--- config.mk ---
export PLATFORM = sky130hd
export DESIGN_NAME = irq_pending_arbiter
export DESIGN_NICKNAME = d
export VERILOG_FILES = /design/src/rtl/irq_pkg.sv /design/src/rtl/prio_enc8.sv /design/src/rtl/irq_pending_arbiter.sv
export SDC_FILE = /design/constraint.sdc
export NUM_CORES = 1
export LEC_CHECK = 0
export BUFFER_PORTS_ARGS = -buffer_cell sky130_fd_sc_hd__buf_2
export CAP_MARGIN = 10
export CORE_MARGIN = 10
export CORE_UTILIZATION = 33
export CTS_CLUSTER_SIZE = 20
export DETAILED_ROUTE_END_ITERATION = 7
export GPL_ROUTABILITY_DRIVEN = 0
export PLACE_DENSITY = 0.6
export SLEW_MARGIN = 0
export SYNTH_ARGS = -nofsm -noshare
export SYNTH_HDL_FRONTEND = slang
export SYNTH_SLANG_ARGS = --single-unit
--- constraint.sdc ---
create_clock -name clk -period 2 [get_ports clk]
set_input_delay 0.4 -clock clk [delete_from_list [all_inputs] [get_ports clk]]
set_output_delay 0.4 -clock clk [all_outputs]
set_load 0.02 [all_outputs]
--- src/rtl/irq_pkg.sv ---
// Shared types and helpers for the interrupt pending/arbitration path.
package irq_pkg;

   localparam int N_IRQ = 8;
   localparam int ID_W  = 3;

   typedef enum logic {
      IDLE  = 1'b0,
      OFFER = 1'b1
   } arb_state_t;

   // Converts a one-hot (or all-zero) vector into the index of its set bit.
   function automatic logic [ID_W-1:0] onehot_index(input logic [N_IRQ-1:0] vec);
      logic [ID_W-1:0] idx;
      idx = '0;
      for (int i = 0; i < N_IRQ; i++) begin
         if (vec[i]) begin
            idx = idx | ID_W'(i);
         end
      end
      return idx;
   endfunction

endpackage

--- src/rtl/prio_enc8.sv ---
// Combinational 8:3 priority encoder, bit 7 has the highest priority.
module prio_enc8
   import irq_pkg::*;
(
   input  logic [N_IRQ-1:0] req,
   output logic [ID_W-1:0]  id,
   output logic             any
);

   logic [N_IRQ-1:0] top;
   logic             found;

   // Isolate the highest set request bit, then turn it into its index.
   always_comb begin
      top   = '0;
      found = 1'b0;
      for (int i = N_IRQ - 1; i >= 0; i--) begin
         if (req[i] && !found) begin
            top[i] = 1'b1;
            found  = 1'b1;
         end
      end
      id  = onehot_index(top);
      any = |req;
   end

endmodule

--- src/rtl/irq_pending_arbiter.sv ---
// Synchronises raw interrupt lines, captures events into a pending register
// and offers the highest-priority enabled pending request on valid/ready.
module irq_pending_arbiter
   import irq_pkg::*;
#(
   parameter bit LEVEL_MODE = 1'b0
)
(
   input  logic             clk,
   input  logic             rst_n,
   input  logic [N_IRQ-1:0] irq_in,
   input  logic [N_IRQ-1:0] irq_mask,
   output logic             irq_valid,
   output logic [ID_W-1:0]  irq_id,
   input  logic             irq_ready,
   output logic [N_IRQ-1:0] pending,
   output logic             overflow,
   input  logic             ovf_clr
);

   logic [N_IRQ-1:0] s1;
   logic [N_IRQ-1:0] s2;
   logic [N_IRQ-1:0] s3;
   logic [N_IRQ-1:0] rise;
   logic [N_IRQ-1:0] clr;
   logic [N_IRQ-1:0] eligible;
   logic             accept;
   logic [ID_W-1:0]  enc_id;
   logic             enc_any;
   arb_state_t       state;
   arb_state_t       state_next;
   logic             valid_next;
   logic [ID_W-1:0]  id_next;

   // Two-flop synchroniser plus a history flop for edge detection.
   always_ff @(posedge clk or negedge rst_n) begin
      if (!rst_n) begin
         s1 <= '0;
         s2 <= '0;
         s3 <= '0;
      end else begin
         s1 <= irq_in;
         s2 <= s1;
         s3 <= s2;
      end
   end

   assign rise     = LEVEL_MODE ? s2 : (s2 & ~s3);
   assign accept   = irq_valid & irq_ready;
   assign eligible = pending & irq_mask;

   // One-hot clear of the bit currently being accepted by the consumer.
   always_comb begin
      clr = '0;
      if (accept) begin
         clr = N_IRQ'(1) << irq_id;
      end
   end

   // Pending capture; a new event in the accept cycle keeps the bit set.
   always_ff @(posedge clk or negedge rst_n) begin
      if (!rst_n) begin
         pending <= '0;
      end else begin
         pending <= rise | (pending & ~clr);
      end
   end

   // Sticky lost-event flag; a fresh loss outranks a clear request.
   always_ff @(posedge clk or negedge rst_n) begin
      if (!rst_n) begin
         overflow <= 1'b0;
      end else if (|(rise & pending & ~clr)) begin
         overflow <= 1'b1;
      end else if (ovf_clr) begin
         overflow <= 1'b0;
      end
   end

   prio_enc8 u_prio_enc8 (
      .req (eligible),
      .id  (enc_id),
      .any (enc_any)
   );

   // Offer sequencing: latch an id in IDLE, hold it steady until accepted.
   always_comb begin
      state_next = state;
      valid_next = irq_valid;
      id_next    = irq_id;
      case (state)
         IDLE: begin
            if (enc_any) begin
               id_next    = enc_id;
               valid_next = 1'b1;
               state_next = OFFER;
            end
         end
         OFFER: begin
            if (irq_ready) begin
               valid_next = 1'b0;
               state_next = IDLE;
            end
         end
         default: begin
            valid_next = 1'b0;
            state_next = IDLE;
         end
      endcase
   end

   // Offer state and registered handshake outputs.
   always_ff @(posedge clk or negedge rst_n) begin
      if (!rst_n) begin
         state     <= IDLE;
         irq_valid <= 1'b0;
         irq_id    <= '0;
      end else begin
         state     <= state_next;
         irq_valid <= valid_next;
         irq_id    <= id_next;
      end
   end

endmodule
# Yosys cells after proc, flatten, opt, wreduce, memory -nomap -nowiden

Index checks and enable logic that the tools add are counted.

Equality and inequality tests: 2
Reductions and logical operators: 17
Shifts and indexed selects: 1
Mux-type cells: 28
Bitwise gates (word level): 10

Operators with widths:

| operator              | count |
|---|---|
| $and A8 B8 Y8         | 5 |
| $mux W1               | 19 |
| $not A8 Y8            | 2 |
| $reduce_or A8 Y1      | 2 |
| $mux W3               | 4 |
| $mux W8               | 1 |
| $or A8 B8 Y8          | 1 |
| $shl A1 B3 Y8 const A | 1 |
| $logic_and A1 B1 Y1   | 6 |
| $logic_not A1 Y1      | 6 |
| $mux W2               | 2 |
| $ne A2 B2 Y1 const B  | 2 |
| $pmux W1 S2           | 2 |
| $reduce_and A2 Y1     | 2 |
| $reduce_bool A2 Y1    | 1 |
| $and A1 B1 Y1         | 1 |
| $not A1 Y1            | 1 |

Bits in registers: 38
Output and inout port bits: 13

# Logic depth before layout (Yosys ltp)

Gate-level depths: netlist (run 1).

Depth in word-level cells: 27
Depth in mapped cells: 4
Gate-level depth less buffers: 4

# Cells and area by module

A second synthesis (run 1) with hierarchy kept.

Cell total of the unflattened synthesis: 104
Area total of the unflattened synthesis: 1353.8 um^2

Modules (own cells, without submodules):

| module              | cells each | times used | sequential area each (um^2) | area each (um^2) |
|---|---|---|---|---|
| irq_pending_arbiter | 92         | 1          | 950.9                       | 1287.5 |
| prio_enc8           | 12         | 1          | 0.0                         | 66.3 |

# Worst setup path after synthesis (run 1)

No wires, ideal clock.

Kind: reg2reg
Start: register pending[5]
End: register irq_id[1]
Setup slack: 0.487 ns
Library setup time: 0.125 ns
Arrival time: 1.388 ns
Stages on the path, launching flop included: 5
Cell sequence: dfrtp_1 a22o_1 and3b_2 a21oi_4 mux2_4

Cells in the longest elaborated chain, start to end: 18
Elaborated cells on any way between the ends: 21
Classes of those cells: 11 x mux; 1 x bitwise; 9 x reduce/logical

Ends and longest elaborated chain:

| item                   | line                       | text |
|---|---|---|
| start, declared        | irq_pending_arbiter.sv:16  | `output logic [N_IRQ-1:0] pending,` |
| start signal, assigned | irq_pending_arbiter.sv:65  | `pending <= rise \| (pending & ~clr);` |
| $and A8 B8 Y8 (*)      | irq_pending_arbiter.sv:50  | `assign eligible = pending & irq_mask;` |
| $logic_and A1 B1 Y1    | prio_enc8.sv:18            | `if (req[i] && !found) begin` |
| $mux W1                | prio_enc8.sv:18            |  |
| $logic_not A1 Y1       | prio_enc8.sv:18            |  |
| $logic_and A1 B1 Y1    | prio_enc8.sv:18            |  |
| $mux W1                | prio_enc8.sv:18            |  |
| $logic_not A1 Y1       | prio_enc8.sv:18            |  |
| $logic_and A1 B1 Y1    | prio_enc8.sv:18            |  |
| $mux W1                | prio_enc8.sv:18            |  |
| $logic_not A1 Y1       | prio_enc8.sv:18            |  |
| $logic_and A1 B1 Y1    | prio_enc8.sv:18            |  |
| $mux W1                | prio_enc8.sv:18            |  |
| $mux W2 (2 in a row)   | irq_pkg.sv:17              | `if (vec[i]) begin` |
| $mux W3 (4 in a row)   | irq_pkg.sv:17              |  |
| end signal, assigned   | irq_pending_arbiter.sv:121 | `irq_id <= id_next;` |
| end, declared          | irq_pending_arbiter.sv:14  | `output logic [ID_W-1:0] irq_id,` |

Every way passes the cells marked *; elsewhere a longest branch is shown, timed or not.
A chain may end at the register's enable or synchronous reset.

# Worst setup path in the final report (run 1)

Same ends and word-level chain as after synthesis.

==> flow_summary.json, run 1 <==
{
  "clock-skew-final_ps": 9.59,
  "synthesis.yosys.warnings": 0,
  "antenna_violations_before_repair": 0,
  "dr_total_vias": 949,
  "clock.fmax_mhz": 662,
  "count_of_boundary_i_o_pins": 33,
  "core-area_mm2": 0.00403,
  "worst_ep_arrival_time_ps": 1680,
  "synth.lib_cells_used.distinct": 32,
  "rrSetupSlack_ps": 490,
  "worstMarginPinSlew_ps": 469,
  "worst-r2r-cell-count": 4,
  "final.period_utilization_pct": 75.6,
  "finalSetupViolations": 0,
  "post-route-min-period_ps": 1510,
  "std_cell_rows": 23,
  "synth.most_common_cell": "dfrtp_1",
  "die_h_um": 84.7,
  "post_synth_inst_count": 104,
  "setup_slack_ps": 488,
  "setup_repair_after_global_routing_missed_its_margin": "false",
  "clockBufferDepth": 2,
  "r2r-end": "irq_id[1]",
  "setup-tns-final_ps": 0,
  "drtPass1Iterations": 4,
  "multiInputGateArea_um2": 395,
  "cts-resized-gates": 0,
  "netlist_top_cells_area": "dfrtp_1 69%, nand2_1 3.5%, o21ai_0 2.5%, inv_1 2.2%, nor2b_1 1.8%",
  "hold_wc_path_type": "in2async",
  "synth_async_reset_ratio_pct": 100,
  "setup.worst_path.class": "reg2reg",
  "post_synth_instance_area_mm2": 0.00138,
  "avg_wl_per_cell_um": 15.2,
  "first_element_of_the_critical_path": "pending[5]",
  "dpl.hpwl_um": 2270,
  "detail-route-antenna-nets": 0,
  "maximum_number_of_pins_on_one_net_before_global_route_repair": 39,
  "post-cts-setup-buffer-count": 0,
  "drt_iter0_markers": 104,
  "synth.yosys.seq_area_share_pct": 68.9,
  "slew_violations": 0,
  "cts.htree.levels": 2,
  "worst-path-max-fanout": 5,
  "worst_setup_slack_before_clock_tree_synthesis_ps": 425,
  "post_route_cells_drive_above_1_share_pct": 31.0,
  "remaining_drc_errors": 0,
  "powerDensity_mw_per_mm2": 998,
  "register_area_um2": 951,
  "timing.critical_path.max_delay_family": "flip-flops",
  "insertion_delay_ps": 280,
  "hold_violations": 0,
  "timing.rr.start": "pending[5]",
  "worst_ir_drop_vdd_mv": 0.513,
  "cts.reportedPaths.clkPinSlew_ps": 80,
  "synth.top_cells.by_count": "38 x dfrtp_1, 13 x nand2_1, 8 x inv_1",
  "grt_first_pass_wirelength_um": 5050,
  "ys.flop_type": "dfrtp_1",
  "first_global_vias": 1026,
  "synth-edff-count": 0,
  "drv.max_cap_violation_count": 0,
  "placed_cells_incl_taps": 187,
  "cpPeakStageDelay_ps": 420,
  "grt.overflow.total": 0,
  "critPathCaptureType": "register",
  "tritoncts": "yes",
  "critical-path-slowest-cell": "dfrtp_1",
  "cp_cell_instances": "a22o_1 -> and3b_2 -> a21oi_4 -> mux2_4",
  "finalWirelength_um": 2960,
  "area_growth_pct": 23.3,
  "cp_data_required_time_ps": 2170,
  "globalRouteTotalUtil_pct": 8.88,
  "synth_seq_cells": 38,
  "status": "finished, final reports clean",
  "number_of_non_filler_instances_in_the_completed_layout": 195,
  "synth_top_area_share_pct": 68.9,
  "post_synth.cell_area_avg_um2": 13.3,
  "fillers": 393,
  "critical_path_buf_inv_count": 0,
  "synth_top_area_cell": "dfrtp_1",
  "cts-buffers-inserted": 5,
  "cts_num_sinks": 38,
  "dieArea_mm2": 0.00717,
  "initial_core_util_pct": 34.3,
  "cp-start-kind": "register",
  "cts_root_buffer": "clkbuf_8",
  "ctsHoldBuffers": 0,
  "final_nets": 164,
  "antenna-diode-count": 0,
  "portbufs": 32,
  "timing.slew.headroom_pct": 68.7,
  "post_drt_via_cell_ratio": 4.87,
  "cp.depth": 4,
  "mappedNetlistNets": 124,
  "worstSetupEndpoint": "irq_id[1]",
  "leakage_uw": 0.000792,
  "die_w_um": 84.7
}
-- logic make-up after synthesis --
kind of cell	Yosys count	synth area share [%]
AND/OR/NAND/NOR	29	12.1
multiplexers	3	2.54
buffers and inverters	9	2.45
AO/OA/AOI/OAI	25	14.1
flip-flops	38	68.9
-- metal layers --
layer	global-route usage (%)	routed length (µm)	up-vias	share of wire [%]
met3	4.83	196	4	6.6
met4	3.74	34	0	1.1
met2	14.3	1580	27	53
li1	-	-	449	-
met5	0	0	-	0
met1	9.39	1150	469	39
-- final cells by class --
cell class                      count  area share [%]
Sequential cell                    38            55.9
Multi-Input combinational cell     57            23.2
Timing Repair Buffer               33            9.85
Clock buffer                        7            5.07
Tap cell                           50            3.68
Inverter                            9            1.99
Clock inverter                      1           0.294
-- cell usage in the layout (no fill, tap or decap), types with 2 or more instances in the layout --
master	instances
nor2b_1	4
clkbuf_8	6
mux2i_1	2
nand4_1	2
a32o_1	2
o21ai_0	7
nand2b_1	2
inv_1	8
o41ai_1	2
dfrtp_1	38
nand2_1	13
a22oi_1	2
buf_2	32
a21oi_1	2
-- metrics by stage --
step | util, % | hold WS, ps | instance area, µm² | total power (µW)
floorplan | - | 104 | 1380 | 1060
detailed placement | 40.0 | 336 | 1610 | 1180
global placement | 40.0 | 335 | 1610 | 1180
CTS | 42.2 | 163 | 1700 | 1720
finish | 42.2 | 152 | 1700 | 1700
global route | 42.2 | 181 | 1700 | 1800
-- flip-flops by register name, indices dropped and copies added (netlist names) --
name	count
irq_id	3
irq_valid	1
overflow	1
pending	8
s1	8
s2	8
s3	8
state	1
-- where the power goes --
part	internal, µW	switching [µW]	total [µW]
Combinational	104	153	257
Sequential	833	76.3	909
Clock	278	254	532
Total	1210	483	1700
-- worst min-delay path by stage --
stage | start | to | slack (ps) | cells past startpoint
2_1_floorplan | rst_n | irq_id[0] | 100 | 0
3_3_place_gp | s1[7] | s2[7] | 330 | 0
3_5_place_dp | s1[2] | s2[2] | 340 | 0
4_1_cts | rst_n | s2[2] | 160 | 2
5_1_grt | rst_n | s1[1] | 180 | 2
6_report | rst_n | overflow | 150 | 2
-- worst register-to-register path: cells and delay by family, from the launching register on --
family,cells,cell delay [ps]
AO/OA/AOI/OAI,2,410
flip-flops,1,420
multiplexers,1,320
AND/OR/NAND/NOR,1,260
Power figures use the tool's default switching activity.
==> inputs of run 2 (changes only) <==
--- a/config.mk
+++ b/config.mk
@@ -12,7 +12,7 @@
 export CTS_CLUSTER_SIZE = 20
 export DETAILED_ROUTE_END_ITERATION = 7
 export GPL_ROUTABILITY_DRIVEN = 0
-export PLACE_DENSITY = 0.6
+export PLACE_DENSITY = 0.62
 export SLEW_MARGIN = 0
 export SYNTH_ARGS = -nofsm -noshare
 export SYNTH_HDL_FRONTEND = slang
==> constraint.sdc (replaced) <==
create_clock -name clk -period 1.35 [get_ports clk]
set_input_delay 0.27 -clock clk [delete_from_list [all_inputs] [get_ports clk]]
set_output_delay 0.27 -clock clk [all_outputs]
set_load 0.02 [all_outputs]
==> flow_summary.json, run 2 (synthesis gave the netlist of run 1 again) <==
{
  "portbufs": 32,
  "clock.fmax_mhz": 722,
  "critPathCaptureType": "register",
  "area_growth_pct": 39.4,
  "dpl.hpwl_um": 2520,
  "cp_data_required_time_ps": 1510,
  "final_nets": 185,
  "final_common_cell": "dfrtp_1",
  "globalRouteTotalUtil_pct": 9.01,
  "clockPowerShare_pct": 27.4,
  "cts.reportedPaths.clkPinSlew_ps": 70,
  "insertion_delay_ps": 280,
  "cts-buffers-inserted": 5,
  "cts_root_buffer": "clkbuf_8",
  "final_cell_mix": "32 x dfrtp_1, 30 x buf_2, 21 x buf_4",
  "avg_wl_per_cell_um": 14.3,
  "initial_core_util_pct": 34.3,
  "postLayoutCoreUtil_pct": 47.8,
  "maximum_number_of_pins_on_one_net_before_global_route_repair": 23,
  "setup_repair_after_global_routing_missed_its_margin": "true",
  "timing.slew.headroom_pct": 69.0,
  "die_h_um": 84.7,
  "remaining_drc_errors": 0,
  "post_dp_cell_area_mm2": 0.00176,
  "hold_wc_path_type": "in2reg",
  "clockBufferDepth": 2,
  "worstMarginPinSlew_ps": 459,
  "post_route_cells_drive_above_1_share_pct": 47.0,
  "drtPass1Iterations": 4,
  "clock-skew-final_ps": 2.82,
  "post_route_cell_area_mm2": 0.00192,
  "post_drt_via_cell_ratio": 4.69,
  "powerDensity_mw_per_mm2": 1370,
  "seq_power_share_pct": 50.6,
  "cts.htree.levels": 2,
  "worst_ep_arrival_time_ps": 1550,
  "std_cell_rows": 23,
  "combPwrFrac_pct": 22.0,
  "drt_iter0_markers": 94,
  "tritoncts": "yes",
  "grt.overflow.total": 0,
  "grt_first_pass_wirelength_um": 5260,
  "antenna-diode-count": 0,
  "setup_slack_ps": -34.1,
  "final.period_utilization_pct": 103,
  "first_element_of_the_critical_path": "pending[5]",
  "status": "complete, but fails checks",
  "finalSetupViolations": 2,
  "worstHoldStart": "irq_in[4]",
  "worst_ir_drop_vdd_mv": 0.867,
  "failed_checks": "negative setup slack",
  "setup.worst_path.class": "reg2reg",
  "p_switching_uw": 754,
  "detail-route-antenna-nets": 0,
  "die_w_um": 84.7,
  "power.internal_uw": 1890,
  "fin_hold_ws_ps": 92.4,
  "worst-path-max-fanout": 2,
  "number_of_non_filler_instances_in_the_completed_layout": 216,
  "dr_total_vias": 1014,
  "core-area_mm2": 0.00403,
  "hold_violations": 0,
  "total_power_uw": 2640,
  "cts_num_sinks": 38,
  "timing.rr.start": "pending[5]",
  "sw_frac_of_total_pct": 28.5,
  "cp-start-kind": "register",
  "first_global_vias": 1161,
  "count_of_boundary_i_o_pins": 33,
  "dieArea_mm2": 0.00717,
  "antenna_violations_before_repair": 0,
  "slew_violations": 0,
  "post-route-min-period_ps": 1380,
  "drv.max_cap_violation_count": 0,
  "leakage_uw": 0.000902,
  "finalWirelength_um": 3090,
  "placed_cells_incl_taps": 205
}
-- run 2: layout make-up --
class | instances | area, µm²
clock buffers | 6 | 72.6
clock inverters | 2 | 10.0
fillers | 371 | 2100
inverters | 9 | 36.3
multi-input cells | 57 | 435
flip-flops and latches | 38 | 958
well taps | 50 | 62.6
repair buffers | 54 | 349
-- run 2: timing repair --
action | CTS | global route
pin swaps | 1 | 2
hold endpoints to repair | 16 | 0
hold buffers | 1 | 0
gates resized for setup | 7 | 6
setup endpoints to repair | 5 | 7
buffers inserted | 2 | 0
-- run 2: power by group through the flow --
| stage | Clock, µW | Sequential [µW] | Combinational, µW |
|---|---|---|---|
| floorplan | 0 | 1420 | 158 |
| global placement | 0 | 1330 | 531 |
| detailed placement | 0 | 1340 | 535 |
| CTS | 756 | 1330 | 572 |
| global route | 793 | 1350 | 638 |
| finish | 724 | 1340 | 581 |
-- run 2: routing by layer --
| metal | GRT usage (%) | share of wire [%] |
|---|---|---|
| met5 | 0 | 0 |
| met2 | 16.3 | 53 |
| met3 | 4.06 | 5.2 |
| met1 | 8.77 | 40 |
| met4 | 3.29 | 1.3 |
-- run 2: stage by stage --
step / TNS, ps / setup slack, ps
2_1_floorplan: -110 / -90.3
3_3_place_gp: -276 / -78.0
3_5_place_dp: -167 / -63.6
4_1_cts: -57.9 / -29.2
5_1_grt: -254 / -107
6_report: -57.4 / -34.1
-- run 2: path summary, 6_finish.rpt --
check,end,slack [ps],cells past startpoint
max,irq_id[1],-30,4
min,s1[4],90,1
max reg2reg,irq_id[1],-30,4
min reg2reg,s2[1],350,0
max in group asynchronous,pending[4],430,3
min in group asynchronous,s3[2],450,2
-- run 2: critical path, cell delays in order (launching register included) --
cell and delay, ps:
dfrtp_2 410, a22o_1 220, and3b_2 270, a21oi_4 70, mux2_4 300
==> inputs of run 3 (changes only) <==
--- a/config.mk
+++ b/config.mk
@@ -13,6 +13,7 @@
 export DETAILED_ROUTE_END_ITERATION = 7
 export GPL_ROUTABILITY_DRIVEN = 0
 export PLACE_DENSITY = 0.62
+export SETUP_SLACK_MARGIN = 0.2
 export SLEW_MARGIN = 0
 export SYNTH_ARGS = -nofsm -noshare
 export SYNTH_HDL_FRONTEND = slang
==> flow_summary.json, run 3 (synthesis gave the netlist of run 1 again) <==
{
  "status": "complete, but fails checks",
  "failed_checks": "negative setup slack",
  "std_cell_rows": 23,
  "cts_root_buffer": "clkbuf_8",
  "dr_total_vias": 1091,
  "worst_ep_arrival_time_ps": 1600,
  "critPathCaptureType": "register",
  "finalWirelength_um": 3610,
  "leakage_uw": 0.00103,
  "antenna_violations_before_repair": 0,
  "grt_first_pass_wirelength_um": 5470,
  "globalRouteTotalUtil_pct": 9.59,
  "grt.overflow.total": 0,
  "post-route-min-period_ps": 1420,
  "die_w_um": 84.7,
  "setup-tns-final_ps": -139,
  "hold_wc_path_type": "in2async",
  "cts_num_sinks": 38,
  "count_of_boundary_i_o_pins": 33,
  "dieArea_mm2": 0.00717,
  "hold_violations": 0,
  "tritoncts": "yes",
  "cp-start-kind": "register",
  "first_global_vias": 1157,
  "cts.htree.levels": 2,
  "drt_iter0_markers": 86,
  "setup_slack_ps": -72.5,
  "worstMarginPinSlew_ps": 482,
  "portbufs": 32,
  "maximum_number_of_pins_on_one_net_before_global_route_repair": 39,
  "setup.worst_path.class": "reg2reg",
  "final_nets": 194,
  "remaining_drc_errors": 0,
  "post_route_cells_drive_above_1_share_pct": 55.4,
  "cts.reportedPaths.clkPinSlew_ps": 80,
  "fin_hold_ws_ps": 9.56,
  "post_drt_via_cell_ratio": 4.85,
  "insertion_delay_ps": 290,
  "dpl.hpwl_um": 2400,
  "initial_core_util_pct": 34.3,
  "powerDensity_mw_per_mm2": 1520,
  "clockBufferDepth": 2,
  "final_common_cell": "dfrtp_1",
  "worst-path-max-fanout": 2,
  "die_h_um": 84.7,
  "worst_ir_drop_vdd_mv": 0.799,
  "drv.max_cap_violation_count": 0,
  "cp_data_required_time_ps": 1530,
  "setup_repair_after_global_routing_missed_its_margin": "true",
  "core-area_mm2": 0.00403,
  "antenna-diode-count": 0,
  "final.period_utilization_pct": 105,
  "finalSetupViolations": 5,
  "clock.fmax_mhz": 703,
  "drtPass1Iterations": 4,
  "slew_violations": 0,
  "timing.slew.headroom_pct": 67.8,
  "cts-buffers-inserted": 5,
  "detail-route-antenna-nets": 0,
  "area_growth_pct": 58.4,
  "avg_wl_per_cell_um": 16.1,
  "final_cell_mix": "30 x dfrtp_1, 22 x buf_6, 21 x buf_4",
  "clock-skew-final_ps": 10.5
}
## run 3: cell count changes in the layout (fill, tap and decap cells not counted), moves of 3 or more
cell,delta
buf_6,+21
buf_2,-10
o21ai_0,-4
o21ai_1,+3
## run 3: through the flow
stage | instances | util [%] | instance area (µm²) | power, µW | worst slack, ps
final | 225 | 54.3 | 2190 | 3320 | -72.5
after global routing | 225 | 54.3 | 2190 | 3470 | -107
after CTS | 221 | 51.5 | 2070 | 3230 | -14.2
after detailed placement | 202 | 43.2 | 1740 | 1860 | -19.5
after global placement | 202 | 43.2 | 1740 | 1850 | -59.6
after floorplan | 104 | - | 1400 | 1580 | -90.2
## run 3: area by class of cell
type,instances,area (µm²)
timing repair buffer,63,505
clock buffer,6,82.6
clock inverter,2,60.1
sequential,38,961
multi-input combinational,57,478
tap,50,62.6
fill,328,1840
inverter,9,36.3
## run 3: layer usage
metal | GRT usage (%) | vias up | share of wire (%)
met2 | 16.3 | 32 | 51
met1 | 10.2 | 537 | 42
met3 | 4.25 | 7 | 5.5
met5 | 0 | - | 0
li1 | - | 515 | -
met4 | 3.59 | 0 | 1.4
## run 3: worst paths after layout
path / to / cells after the start / startpoint / slack, ps
hold / removal: s2[2] / 2 / rst_n / 10
max in group asynchronous: pending[4] / 2 / rst_n / 970
setup / recovery: irq_id[1] / 4 / pending[5] / -70
hold reg to reg: s2[3] / 0 / s1[3] / 350
min in group clk: s1[2] / 1 / irq_in[2] / 80
setup reg to reg: irq_id[1] / 4 / pending[5] / -70
## run 3: critical path, stage by stage, from the launching register on
cell	delay (ps)
dfrtp_2	420
a22o_1	240
and3b_2	270
a21oi_4	70
mux2_4	310
## run 3: repair_timing
| item | CTS | global route |
|---|---|---|
| pin swaps | 1 | 8 |
| resized for setup | 32 | 19 |
| setup endpoints to repair | 24 | 25 |
| endpoints found under the hold margin | 0 | 0 |
| hold buffers | 0 | 0 |
| setup buffers | 11 | 4 |
## run 3: power breakdown
group	leakage [µW]	switching (µW)	internal [µW]
Combinational	0.000552	352	424
Sequential	0.000411	116	1240
Clock	0.0000714	403	788
